`config.mk`:
```
export PLATFORM = sky130hd
export DESIGN_NAME = star_frame_loader
export DESIGN_NICKNAME = d
export VERILOG_FILES = /design/src/rtl/star_delta_pkg.sv /design/src/rtl/star_frame_loader_idle_timer.sv /design/src/rtl/star_frame_loader.sv
export SDC_FILE = /design/constraint.sdc
export NUM_CORES = 1
export LEC_CHECK = 0
export CAP_MARGIN = 10
export CORE_MARGIN = 2
export CORE_UTILIZATION = 50
export DETAILED_ROUTE_END_ITERATION = 8
export PLACE_DENSITY = 0.78
export SYNTH_ARGS = -nofsm -noshare
export SYNTH_HDL_FRONTEND = slang
export SYNTH_SLANG_ARGS = --single-unit
```
`constraint.sdc`:
```
create_clock -name clk -period 2.2 [get_ports clk]
set_input_delay 0.55 -clock clk [delete_from_list [all_inputs] [get_ports clk]]
set_output_delay 0.55 -clock clk [all_outputs]
set_load 0.03 [all_outputs]
```
`src/rtl/star_delta_pkg.sv`:
```
// Shared types for the star-to-delta datapath: element width, arm count,
// loader state encoding and the star-array type used by loader and converter.
package star_delta_pkg;

   localparam int unsigned STAR_W   = 4;
   localparam int unsigned NUM_ARMS = 3;

   typedef enum logic [1:0] {
      IDLE,
      COLLECT,
      PRESENT
   } load_state_t;

   typedef logic [STAR_W-1:0] star_arr_t [NUM_ARMS-1:0];

endpackage

```
`src/rtl/star_frame_loader_idle_timer.sv`:
```
// Clearable up-counter that flags the cycle in which the TIMEOUT-th
// consecutive increment happens.
module idle_timer #(
   parameter int unsigned TIMEOUT = 16
) (
   input  logic clk,
   input  logic rst,
   input  logic clr,
   input  logic inc,
   output logic expired
);

   localparam int unsigned TW = $clog2(TIMEOUT + 1);

   logic [TW-1:0] count;

   // Count idle cycles; clear has priority over increment.
   always_ff @(posedge clk) begin
      if (rst || clr) begin
         count <= '0;
      end else if (inc) begin
         count <= count + 1'b1;
      end
   end

   // Expiry is signalled on the idle cycle that would bring the count to TIMEOUT.
   assign expired = inc && (count == TW'(TIMEOUT - 1));

endmodule

```
`src/rtl/star_frame_loader.sv`:
```
// Serial-to-frame loader for the star-to-delta converter: collects three
// arm values, drops frames with a zero arm, and holds accepted frames on
// star_out until the consumer takes them.
module star_frame_loader
   import star_delta_pkg::*;
#(
   parameter int unsigned W       = STAR_W,
   parameter int unsigned TIMEOUT = 16,
   parameter int unsigned CNT_W   = 8
) (
   input  logic             clk,
   input  logic             rst,
   input  logic [W-1:0]     in_data,
   input  logic             in_valid,
   input  logic             in_sof,
   output logic             in_ready,
   output logic [W-1:0]     star_out [NUM_ARMS-1:0],
   output logic             out_valid,
   input  logic             out_ready,
   output logic             err_zero,
   output logic             err_frame,
   output logic [CNT_W-1:0] frame_cnt
);

   load_state_t      state_q, state_d;
   logic [1:0]       idx_q, idx_d;
   logic [W-1:0]     slot_q [2];
   logic [W-1:0]     slot_d [2];
   logic [W-1:0]     star_d [NUM_ARMS-1:0];
   logic             err_zero_d, err_frame_d;
   logic [CNT_W-1:0] cnt_d;
   logic             accept;
   logic             tmr_clr, tmr_inc, tmr_expired;

   assign in_ready  = !rst && (state_q != PRESENT);
   assign out_valid = (state_q == PRESENT);
   assign accept    = in_valid && in_ready;

   // Timer only runs while a frame is being collected and no element arrives.
   assign tmr_inc = (state_q == COLLECT) && !accept;
   assign tmr_clr = (state_q != COLLECT) || accept || tmr_expired;

   idle_timer #(
      .TIMEOUT (TIMEOUT)
   ) u_idle_timer (
      .clk     (clk),
      .rst     (rst),
      .clr     (tmr_clr),
      .inc     (tmr_inc),
      .expired (tmr_expired)
   );

   // Next-state, slot capture, zero check and error pulse generation.
   always_comb begin
      state_d     = state_q;
      idx_d       = idx_q;
      slot_d      = slot_q;
      star_d      = star_out;
      err_zero_d  = 1'b0;
      err_frame_d = 1'b0;
      cnt_d       = frame_cnt;
      case (state_q)
         IDLE: begin
            if (accept) begin
               if (in_sof) begin
                  slot_d[0] = in_data;
                  idx_d     = 2'd1;
                  state_d   = COLLECT;
               end else begin
                  err_frame_d = 1'b1;
               end
            end
         end
         COLLECT: begin
            if (accept) begin
               if (in_sof) begin
                  slot_d[0]   = in_data;
                  idx_d       = 2'd1;
                  err_frame_d = 1'b1;
               end else if (idx_q == 2'd2) begin
                  // Third arm is checked straight off the bus, not from a slot.
                  if ((slot_q[0] != '0) && (slot_q[1] != '0) && (in_data != '0)) begin
                     star_d[0] = slot_q[0];
                     star_d[1] = slot_q[1];
                     star_d[2] = in_data;
                     state_d   = PRESENT;
                  end else begin
                     err_zero_d = 1'b1;
                     state_d    = IDLE;
                  end
                  idx_d = 2'd0;
               end else begin
                  slot_d[1] = in_data;
                  idx_d     = 2'd2;
               end
            end else if (tmr_expired) begin
               err_frame_d = 1'b1;
               idx_d       = 2'd0;
               state_d     = IDLE;
            end
         end
         PRESENT: begin
            if (out_ready) begin
               cnt_d   = frame_cnt + 1'b1;
               state_d = IDLE;
            end
         end
         default: begin
            state_d = IDLE;
         end
      endcase
   end

   // State and output registers with synchronous reset.
   always_ff @(posedge clk) begin
      if (rst) begin
         state_q   <= IDLE;
         idx_q     <= 2'd0;
         slot_q    <= '{default: '0};
         star_out  <= '{default: '0};
         err_zero  <= 1'b0;
         err_frame <= 1'b0;
         frame_cnt <= '0;
      end else begin
         state_q   <= state_d;
         idx_q     <= idx_d;
         slot_q    <= slot_d;
         star_out  <= star_d;
         err_zero  <= err_zero_d;
         err_frame <= err_frame_d;
         frame_cnt <= cnt_d;
      end
   end

endmodule

```
==> impl_metrics.tcl <==
set metrics [dict create \
    status "finished, final reports clean" \
    vias 1448 \
    synth_area_sq_um 1660 \
    p_clk_share_pct 38.2 \
    required_ns 1.65 \
    die_y_um 61.6 \
    path_cells "clkdlybuf4s50_1" \
    clockBufferDepth 2 \
    rsz0062_at_grt "false" \
    avgViaCountPerCell 5.40 \
    finish.utilization_pct 69.8 \
    worst_pin_slew_ns 0.450 \
    grt_pass1_wl_um 5890 \
    sw_frac_of_total_pct 22.3 \
    busiest_layer "met2" \
    p_sw_uw 295 \
    ir_worst_vdd_mv 0.409 \
    htree_levels 2 \
    critPathMaxStageDelay_ns 0.71 \
    grt_max_degree 33 \
    rows 20 \
    grt_overflow_total 0 \
    crit_type "register to output port" \
    fin_crit_ns 2.05 \
    maxCapViolCount 0 \
    syn-num-nets 193 \
    path_max_fanout 7 \
    synth-main-ff-cell "dfxtp_1" \
    cts_root_buffer "clkbuf_4" \
    worstSkewPairLatency_ns 0.35 \
    grt_util_met2_pct 33.7 \
    ys_warn_count 0 \
    gp_congestion 0.775 \
    nNetsFinal 235 \
    setup_tns_ns 0 \
    finClkSkew_ns 0.00554 \
    crit_slowest_cell "clkdlybuf4s50_1" \
    layout_common_cells "dfxtp_1 (39), clkdlybuf4s50_1 (30), nor2_1 (24)" \
    start_util_pct 53.5 \
    reg2reg_slack_ns 0.45 \
    grtUsageMet3_pct 4.20 \
    drive_above_1_share_pct 13.4 \
    post_cts_buffers 0 \
    clock_sinks 39 \
    min_path_cells 1 \
    dp_slack_ns 0.0571 \
    syn_to_final_growth_pct 30.3 \
    worstRegToRegCells 5 \
    hold_viol 0 \
    postSynth.asyncResetShare_pct 0 \
    grt_pass1_vias 1350 \
    ys_ff_latch 39 \
    met1_usage_pct 27.4 \
    port_buffers 32 \
    synth_area_per_cell_sq_um 9.18 \
    crit_path_start "frame_cnt[3]" \
    antenna_found_initial 0 \
    drc 0 \
    comb_power_share_pct 7.4 \
    routed_wl_um 3490 \
    timing.rr.start "u_idle_timer.count[0]" \
    finalWorstSetupSlack_ns 0.155 \
    min_to "u_idle_timer.count[0]" \
    pin_count 33 \
    arrival_ns 1.50 \
    tritoncts "yes" \
    hpwl_um 2560 \
    max_slew_margin_pct 69.7 \
    die_area_sq_um 3800 \
    grt_use_total_pct 20.9 \
    ant_nets 0 \
    synth_edf_count 0 \
    wire_per_inst_um 13.0 \
    max_freq_mhz 489 \
    powerDensity_nw_per_um2 612 \
    numCtsBuffers 5 \
    crit_path_end_kind "output port" \
    min_from "u_idle_timer.count[0]" \
    p_int_uw 1030 \
    postSynthCellCount 181 \
    dr.pass1.iters 4 \
    p_seq_share_pct 54.4 \
    final_common_cell "dfxtp_1" \
    diodes 0 \
    worstSetupStartpointType "register" \
    critPathBufInv 1 \
    critPathTopFamily "buffers and inverters" \
    reg2reg_to "u_idle_timer.count[2]" \
    coreArea_sq_um 3100 \
    drtIter0Drc 63 \
    maxSlewViolCount 0 \
    ys_types 38 \
    leakage_uw 0.000803 \
    finalCritPeriodShare_pct 93.0 \
    clk_pin_slew_ns 0.11 \
    setup_viol 0 \
    seq_area_frac_synth_pct 47.0 \
    cp.depth 1 \
    hold_path.class "register to register" \
    die_w_um 61.6 \
]
cells in the mapped netlist (3+ instances only):
master	n	area [sq um]
dfxtp_1	39	781
nor2_1	24	90.1
a21oi_1	16	80.1
nand3_1	14	70.1
mux2i_1	8	80.1
o21ai_1	8	40.0
buf_2	5	25.0
nand2_1	5	18.8
nor3_1	5	25.0
o21ai_0	5	25.0
clkbuf_1	4	15.0
xnor2_1	4	35.0
xor2_1	4	35.0
ha_1	3	37.5
nand4_1	3	18.8
nor2b_1	3	18.8
nor4_1	3	18.8
worst max-delay path by stage:
stage	to	slack, ns
floorplan	in_ready	0.36
global placement	star_out[7]	0.11
detailed placement	star_out[11]	0.06
CTS	out_valid	0.006
global route	frame_cnt[3]	0.1
finish	frame_cnt[3]	0.15
cell families (layout without fill, tap and decap cells):
| logic type | count (synthesis) | after routing | share of synthesized area (%) |
|---|---|---|---|
| compound gates | 36 | 36 | 12.0 |
| buf+inv | 13 | 56 | 4.22 |
| mux | 9 | 9 | 5.50 |
| simple gates | 73 | 73 | 24.8 |
| xor+xnor | 8 | 8 | 4.22 |
| fa+ha+maj | 3 | 3 | 2.26 |
| flops | 39 | 39 | 47.0 |
timing repair:
| item | CTS | global route |
|---|---|---|
| endpoints found under the setup margin | 0 | 1 |
| hold buffers | 0 | 0 |
| resized for setup | 0 | 1 |
through the flow:
| stage | cells | power, uW | hold slack, ns | cell area, sq um |
|---|---|---|---|---|
| 2_1_floorplan | 181 | 791 | 0.418 | 1660 |
| 3_3_place_gp | 260 | 831 | 0.427 | 2080 |
| 3_5_place_dp | 260 | 834 | 0.443 | 2080 |
| 4_1_cts | 268 | 1330 | 0.473 | 2160 |
| 5_1_grt | 268 | 1370 | 0.486 | 2170 |
| 6_report | 268 | 1320 | 0.466 | 2170 |
power by group through the flow:
stage	combinational [uW]	sequential [uW]	clock (uW)
floorplan	52.8	738	0
detailed placement	97.8	736	0
global placement	95.2	736	0
CTS	98.0	720	510
finish	98.7	720	506
global route	107	721	540
registers in the layout, indices dropped and copies added, names as in the netlist:
register / cells
star_out: 12
u_idle_timer.count: 5
slot_q: 8
err_frame: 1
frame_cnt: 8
idx_q: 2
err_zero: 1
state_q: 2
final cells by class:
class / count / area, sq um
Inverter: 2 / 7.51
Tap cell: 44 / 55.1
Clock inverter: 2 / 35.0
Clock buffer: 6 / 51.3
Sequential cell: 39 / 781
Multi-Input combinational cell: 129 / 811
Fill cell: 266 / 937
Timing Repair Buffer: 46 / 425
metal layers:
| layer | vias up | share of wire (%) | wire length (um) |
|---|---|---|---|
| met5 | - | 0 | 0 |
| met4 | 0 | 1.7 | 59 |
| met3 | 7 | 4.2 | 145 |
| met2 | 32 | 47 | 1640 |
| met1 | 686 | 47 | 1640 |
| li1 | 723 | - | - |
No activity file was read; power rests on OpenSTA's default activity.
